## src/rtl/piso_shift_tx_pkg.sv

```systemverilog
// Shared definitions for the serial shift transmit/receive pair:
// FSM state encoding, bit-order constants and counter sizing.
package piso_shift_tx_pkg;

  typedef enum logic {
    ST_IDLE  = 1'b0,
    ST_SHIFT = 1'b1
  } state_t;

  localparam bit BIT_ORDER_MSB_FIRST = 1'b1;
  localparam bit BIT_ORDER_LSB_FIRST = 1'b0;

  // Width of a counter that must hold WIDTH-1 down to 0 (at least one bit).
  function automatic int cnt_width(input int width);
    return (width <= 2) ? 1 : $clog2(width);
  endfunction

endpackage

```

## src/rtl/piso_shift_tx_bit_down_counter.sv

```systemverilog
// Bit counter for one word: loads WIDTH-1 when a word is accepted and
// counts down once per shifted bit. o_zero marks the final bit of the word.
module piso_shift_tx_bit_down_counter
  import piso_shift_tx_pkg::*;
#(
  parameter int WIDTH = 4,
  parameter int CW    = cnt_width(WIDTH)
) (
  input  logic          clk,
  input  logic          rst_n,
  input  logic          i_load,
  input  logic          i_dec,
  output logic [CW-1:0] o_cnt,
  output logic          o_zero
);

  localparam logic [CW-1:0] LOAD_VAL = CW'(WIDTH - 1);

  logic [CW-1:0] r_cnt;

  // Load on word accept, otherwise decrement; the owner never decrements at zero.
  always_ff @(posedge clk or negedge rst_n) begin
    if (!rst_n) begin
      r_cnt <= '0;
    end else if (i_load) begin
      r_cnt <= LOAD_VAL;
    end else if (i_dec) begin
      r_cnt <= r_cnt - 1'b1;
    end
  end

  assign o_cnt  = r_cnt;
  assign o_zero = (r_cnt == '0);

endmodule

```

## src/rtl/piso_shift_tx.sv

```systemverilog
// Parallel-in serial-out transmitter. A word is taken on load_valid & load_ready
// and sent one bit per enabled clock on so; a new word can be taken on the cycle
// the final bit is on so, giving a gapless stream.
//
// Handshake: a word transfers on the rising edge where load_valid and load_ready
// are both high. load_ready is combinational and only high while ce=1, out of
// reset, and the transmitter is idle or showing the last bit of a word. The
// source must hold load_valid/load_data stable until that edge.
module piso_shift_tx
  import piso_shift_tx_pkg::*;
#(
  parameter int WIDTH     = 4,
  parameter bit MSB_FIRST = 1'b1,
  parameter bit IDLE_BIT  = 1'b1
) (
  input  logic             clk,
  input  logic             rst,
  input  logic             ce,
  input  logic             load_valid,
  input  logic [WIDTH-1:0] load_data,
  output logic             load_ready,
  output logic             so,
  output logic             so_valid,
  output logic             last,
  output logic             busy,
  output state_t           dbg_state
);

  localparam int CW = cnt_width(WIDTH);
  localparam bit W_MSB = (MSB_FIRST == BIT_ORDER_MSB_FIRST);

  state_t           r_state;
  state_t           w_state_nxt;
  logic [WIDTH-1:0] r_sreg;
  logic             r_so;
  logic             r_so_valid;
  logic [CW-1:0]    w_cnt;
  logic             w_cnt_zero;
  logic             w_in_shift;
  logic             w_accept;
  logic             w_dec;
  logic             w_first_bit;
  logic             w_next_bit;
  logic [WIDTH-1:0] w_load_rest;
  logic [WIDTH-1:0] w_sreg_shifted;

  assign w_in_shift = (r_state == ST_SHIFT);
  // Reset also blocks acceptance so nothing is taken while rst is low.
  assign load_ready = rst & ce & (!w_in_shift | w_cnt_zero);
  assign w_accept   = load_valid & load_ready;
  assign w_dec      = ce & w_in_shift & !w_cnt_zero;

  // The first bit goes straight to so; the shift register keeps the rest,
  // aligned so the next bit always sits at the outgoing end.
  assign w_first_bit    = W_MSB ? load_data[WIDTH-1] : load_data[0];
  assign w_load_rest    = W_MSB ? (load_data << 1) : (load_data >> 1);
  assign w_next_bit     = W_MSB ? r_sreg[WIDTH-1] : r_sreg[0];
  assign w_sreg_shifted = W_MSB ? (r_sreg << 1) : (r_sreg >> 1);

  piso_shift_tx_bit_down_counter #(
    .WIDTH (WIDTH),
    .CW    (CW)
  ) u_cnt (
    .clk    (clk),
    .rst_n  (rst),
    .i_load (w_accept),
    .i_dec  (w_dec),
    .o_cnt  (w_cnt),
    .o_zero (w_cnt_zero)
  );

  // FSM state register.
  always_ff @(posedge clk or negedge rst) begin
    if (!rst) begin
      r_state <= ST_IDLE;
    end else begin
      r_state <= w_state_nxt;
    end
  end

  // FSM next state: leave SHIFT only after the last bit with no follow-on word.
  always_comb begin
    w_state_nxt = r_state;
    if (ce) begin
      case (r_state)
        ST_IDLE:  if (w_accept) w_state_nxt = ST_SHIFT;
        ST_SHIFT: if (w_cnt_zero && !w_accept) w_state_nxt = ST_IDLE;
        default:  w_state_nxt = ST_IDLE;
      endcase
    end
  end

  // Serial datapath: load a word, shift the next bit, or return so to idle.
  always_ff @(posedge clk or negedge rst) begin
    if (!rst) begin
      r_so       <= IDLE_BIT;
      r_so_valid <= 1'b0;
      r_sreg     <= '0;
    end else if (w_accept) begin
      r_so       <= w_first_bit;
      r_so_valid <= 1'b1;
      r_sreg     <= w_load_rest;
    end else if (w_dec) begin
      r_so       <= w_next_bit;
      r_sreg     <= w_sreg_shifted;
    end else if (ce && w_in_shift) begin
      r_so       <= IDLE_BIT;
      r_so_valid <= 1'b0;
    end
  end

  assign so        = r_so;
  assign so_valid  = r_so_valid;
  assign last      = r_so_valid & w_cnt_zero;
  assign busy      = w_in_shift;
  assign dbg_state = r_state;

endmodule

```

## config.mk

```make
export PLATFORM = sky130hd
export DESIGN_NAME = piso_shift_tx
export DESIGN_NICKNAME = d
export VERILOG_FILES = /design/src/rtl/piso_shift_tx_pkg.sv /design/src/rtl/piso_shift_tx_bit_down_counter.sv /design/src/rtl/piso_shift_tx.sv
export SDC_FILE = /design/constraint.sdc
export NUM_CORES = 1
export LEC_CHECK = 0
export ABC_AREA = 1
export BUFFER_PORTS_ARGS = -buffer_cell sky130_fd_sc_hd__buf_4
export CORE_AREA = 4 4 41 43
export DETAILED_ROUTE_END_ITERATION = 10
export DIE_AREA = 0 0 45 47
export GPL_TIMING_DRIVEN = 0
export PLACE_DENSITY = 0.6
export SLEW_MARGIN = 15
export SYNTH_ARGS = -nofsm -noshare
export SYNTH_HDL_FRONTEND = slang
export SYNTH_SLANG_ARGS = --single-unit
```

## constraint.sdc

```tcl
create_clock -name clk -period 1.1 [get_ports clk]
set_input_delay 0.22 -clock clk [delete_from_list [all_inputs] [get_ports clk]]
set_output_delay 0.22 -clock clk [all_outputs]
set_load 0.1 [all_outputs]
```

Word level (Yosys, flattened, before mapping). Index checks and enable logic that the tools add are counted.

Output and inout port bits: 6. Register bits: 9. Word-level logic and storage cells: 38. Input bits: 8.

Mux-type cells: 13. Eq/ne operators: 1. Reduce and logical (&&, ||, !) cells: 10. Add/sub/neg operators: 1. Bitwise logic cells: 8.

Operators by type and width (count): 2-to-1 mux 1 bit (8); 2-to-1 mux 4 bit (2); bitwise AND 1 bit (6); 2-to-1 mux 2 bit (2); nonzero test 2 bit (2); logical NOT 1 bit (3); nonzero test 3 bit (1); logical AND 1 bit (2); logical NOT 2 bit (1); != test 2 bit (second input constant) (1); one-hot mux 1 bit (2 select lines) (1); AND reduction 2 bit (1); subtractor 2 x 1 -> 2 bit (second input constant) (1); inverter 1 bit (1); bitwise OR 1 bit (1).

Depth between registers and ports, before layout.
Depth in word-level cells: 8. Depth in mapped cells: 8. Mapped depth without buffers: 8.

Hierarchy. From an unflattened synthesis, not the netlist that was laid out.

Cells, all modules: 57. Area, all modules: 445.4 µm².

By module, submodules not included: piso_shift_tx (sequential area each 151.4 µm², instances 1, area an instance 339.1 µm², cells each 43); piso_shift_tx_bit_down_counter (sequential area each 50.0 µm², instances 1, area an instance 106.4 µm², cells each 14).

Least setup slack after synthesis. No wires, ideal clock.

Path type: register to output. From: register r_state, in the netlist busy. To: output load_ready. Path slack: -1460 ps. Buffers on the path: 0. Arrival time: 2340 ps. Stages on the path, launching flop included: 4. Cells stage by stage: dfrtp_1 > nand2_2 > inv_1 > nor2_1.

Word-level cells in the longest chain between the ends: 3.

Ends and longest elaborated chain: start: declaration (RTL line piso_shift_tx.sv:32) `state_t r_state;`; start signal: assignment (RTL line piso_shift_tx.sv:77) `r_state <= w_state_nxt;`; logical NOT 1 bit (RTL line piso_shift_tx.sv:49) `assign load_ready = rst & ce & (!w_in_shift | w_cnt_zero);`; bitwise OR 1 bit (RTL line piso_shift_tx.sv:49); bitwise AND 1 bit (RTL line piso_shift_tx.sv:49); end: declaration (RTL line piso_shift_tx.sv:21) `output logic load_ready,`.

No other way between the ends.

Final worst setup path.
From: register u_cnt.r_cnt[1], in the netlist u_cnt.o_cnt[1]. To: output load_ready.

Word-level cells in the longest chain between the ends: 3.

Ends and longest elaborated chain: start: declaration (RTL line piso_shift_tx_bit_down_counter.sv:19) `logic [CW-1:0] r_cnt;`; start signal: assignment (RTL line piso_shift_tx_bit_down_counter.sv:28) `r_cnt <= r_cnt - 1'b1;`; logical NOT 2 bit (RTL line piso_shift_tx_bit_down_counter.sv:33) `assign o_zero = (r_cnt == '0);`; bitwise OR 1 bit (RTL line piso_shift_tx.sv:49); bitwise AND 1 bit (RTL line piso_shift_tx.sv:49).

No other way between the ends.

==> flow_metrics.tcl <==
set metrics [dict create \
    dpl.hpwl_um 704 \
    die_x_um 45 \
    diodes 0 \
    internal_power_w 0.00137 \
    pin_count 14 \
    reg2reg_from "u_cnt.o_cnt[0]" \
    switching_power_w 0.00134 \
    totalWireLength_mm 1.14 \
    synth_area_per_cell_um2 7.94 \
    tns_ns -2.89 \
    grt_max_degree 9 \
    finalCritPeriodShare 1.36 \
    worst_slew_pin_slew_ns 0.382 \
    cts_max_path_buffers 2 \
    slew_headroom 0.745 \
    fin_skew_ns 0.00370 \
    holdCritPathClass "input pin to flip-flop" \
    met2_usage 0.209 \
    cp_data_required_time_ns 0.88 \
    peakVddDrop_mv 1.27 \
    hold_start "load_data[0]" \
    num_vias 455 \
    synth_seq_cells 8 \
    initial_core_util 0.336 \
    cts_root_buf "clkbuf_4" \
    via_per_inst 4.64 \
    grt.met1_usage 0.145 \
    end_kind "output pin" \
    design.die.area_um2 2120 \
    grt_pass1_wl_mm 1.80 \
    worstPathMaxFanout 3 \
    gp_congestion 0.687 \
    layout_min_cycle_time_ns 1.50 \
    syn_inst 55 \
    fp.dieH_um 47 \
    p_leak_nw 0.413 \
    wl_per_cell_um 11.6 \
    clk_latency_ns 0.26 \
    setup_viol 14 \
    cts_tree "yes" \
    cellPowerDensity_nw_per_um2 3180 \
    arrival_ns 1.28 \
    fin_nets 93 \
    crit_type "flip-flop to output pin" \
    numCtsBuffers 3 \
    syn_area_um2 437 \
    dp_slack_ns -0.327 \
    coreArea_um2 1300 \
    seq_area_um2 209 \
    grt_util_met3 0.0268 \
    startpoint_type "flip-flop" \
    ctsHtreeMaxLevel 1 \
    cts.sink_count 8 \
    synth.distinct_cells 17 \
    ant_nets 0 \
    p_seq_frac 0.213 \
    ys_warn_count 0 \
    mappedNetlistNets 64 \
    busiest_layer "met2" \
    grt_pass1_vias 425 \
    rsz0062_at_grt "true" \
    worst_slack_ns -0.401 \
    clockPowerShare 0.092 \
    drt-pass1-iter-count 4 \
    port_buffers 13 \
    drt_iter0_drc 2 \
    drive_gt1_frac 0.663 \
    grt_overflow 0 \
    holdWs_ns 0.155 \
    antenna_found_initial 0 \
    rows 13 \
    clkTransAtPathRegs_ns 0.06 \
    combPwrFrac 0.695 \
    critPathLaunch "u_cnt.o_cnt[1]" \
    violations "negative setup slack" \
    multiInputGateArea_um2 272 \
    cap_violations 0 \
    drc 0 \
    hold_violations 0 \
    swShare 0.494 \
    area_growth_syn_to_layout_pct 94.6 \
    drv_slew 0 \
    yosysSeqAreaShare 0.461 \
    grt_usage 0.124 \
    timing.fmax_mhz 666 \
    status "finished with violations" \
    fillers 113 \
]
cells in the final DEF, fill, tap and decap left out:
cell type / netlist / final
buf_12: 0 / 6
nand4_1: 1 / 1
nor2_4: 1 / 2
nand3_4: 1 / 2
clkinvlp_4: 0 / 1
clkinv_4: 0 / 1
inv_1: 9 / 5
ha_4: 0 / 1
inv_2: 2 / 3
buf_6: 0 / 2
nand2_1: 16 / 9
o211ai_1: 1 / 1
nand2_4: 0 / 2
o21ai_0: 1 / 1
nand2_2: 2 / 7
dfrtp_4: 0 / 2
clkbuf_4: 0 / 3
dlygate4sd3_1: 0 / 1
dfstp_2: 1 / 1
dfrtp_1: 7 / 5
nand3_2: 0 / 5
clkbuf_1: 0 / 1
o21ai_1: 1 / 1
inv_4: 0 / 2
buf_4: 1 / 15
nand3_1: 8 / 3
metrics by stage:
step	utilization	instances	total power, W	cell area, µm²
after detailed placement	0.459	83	0.00187	597
after CTS	0.589	93	0.00254	767
after global placement	0.459	83	0.00184	597
after global routing	0.653	98	0.00285	850
after floorplan	-	55	0.00163	480
final	0.653	98	0.00270	850
layout make-up:
| class | count | share of cell area |
|---|---|---|
| multi-input combinational | 35 | 0.320 |
| timing repair buffer | 23 | 0.303 |
| sequential | 8 | 0.246 |
| inverter | 12 | 0.0692 |
| clock buffer | 4 | 0.0309 |
| tap | 15 | 0.0221 |
| buffer | 1 | 0.00884 |
per-layer routing:
layer,wire length [µm],vias to the layer above
met5,0,-
met4,15,0
met3,81,4
met2,577,16
met1,461,205
li1,-,230
synth_stat cells:
library cell | count | share of area
nand4_1 | 1 | 0.014
o211ai_1 | 1 | 0.017
dfstp_2 | 1 | 0.060
inv_1 | 9 | 0.077
ha_1 | 1 | 0.029
nand2_1 | 16 | 0.14
nor2_4 | 1 | 0.026
nand3_1 | 8 | 0.092
nor2_1 | 1 | 0.0086
inv_2 | 2 | 0.017
o21ai_0 | 1 | 0.011
clkinv_2 | 1 | 0.011
o21ai_1 | 1 | 0.011
nand2_2 | 2 | 0.029
nand3_4 | 1 | 0.040
dfrtp_1 | 7 | 0.40
buf_4 | 1 | 0.017
power groups by stage:
| stage | sequential [W] | combinational (W) | clock [W] |
|---|---|---|---|
| finish | 0.000575 | 0.00188 | 0.000250 |
| global route | 0.000594 | 0.00200 | 0.000264 |
| CTS | 0.000570 | 0.00171 | 0.000261 |
| detailed placement | 0.000554 | 0.00131 | 0 |
| global placement | 0.000549 | 0.00129 | 0 |
| floorplan | 0.000911 | 0.000718 | 0 |
cells by family after synthesis:
group,after synthesis,synth area share
AO/OA/AOI/OAI,3,0.0401
flip-flops,8,0.461
adder cells (fa/ha/maj),1,0.0286
AND/OR/NAND/NOR,30,0.347
buffers and inverters,13,0.123
critical path, stage by stage, from the launching register on:
cell     delay, ns
dfrtp_1       0.37
inv_2         0.07
ha_4          0.17
inv_4         0.05
nand2_4       0.05
inv_2         0.04
nor2_4        0.09
buf_12        0.18
flip-flops by register name (all words and copies together) (netlist names):
| signal | flops |
|---|---|
| u_cnt.o_cnt | 2 |
| so_valid | 1 |
| so | 1 |
| r_sreg | 3 |
| busy | 1 |
worst paths after layout:
check	depth (start not counted)	slack, ns	end
worst max-delay path	7	-0.40	load_ready
worst max register to register	10	-0.24	r_sreg[2]
max in group asynchronous	2	0.37	so
worst min-delay path	3	0.15	r_sreg[1]
worst min register to register	2	0.50	r_sreg[3]
min in group asynchronous	2	0.42	u_cnt.o_cnt[1]
repair_timing:
| action | CTS | global route |
|---|---|---|
| gates cloned | 1 | 0 |
| hold endpoints to repair | 8 | 0 |
| pin swaps | 4 | 6 |
| setup endpoints to repair | 14 | 14 |
| setup buffers | 4 | 5 |
| gates resized for setup | 24 | 13 |
| hold buffers | 1 | 0 |
Note: power is estimated with default switching activity, not from simulation.
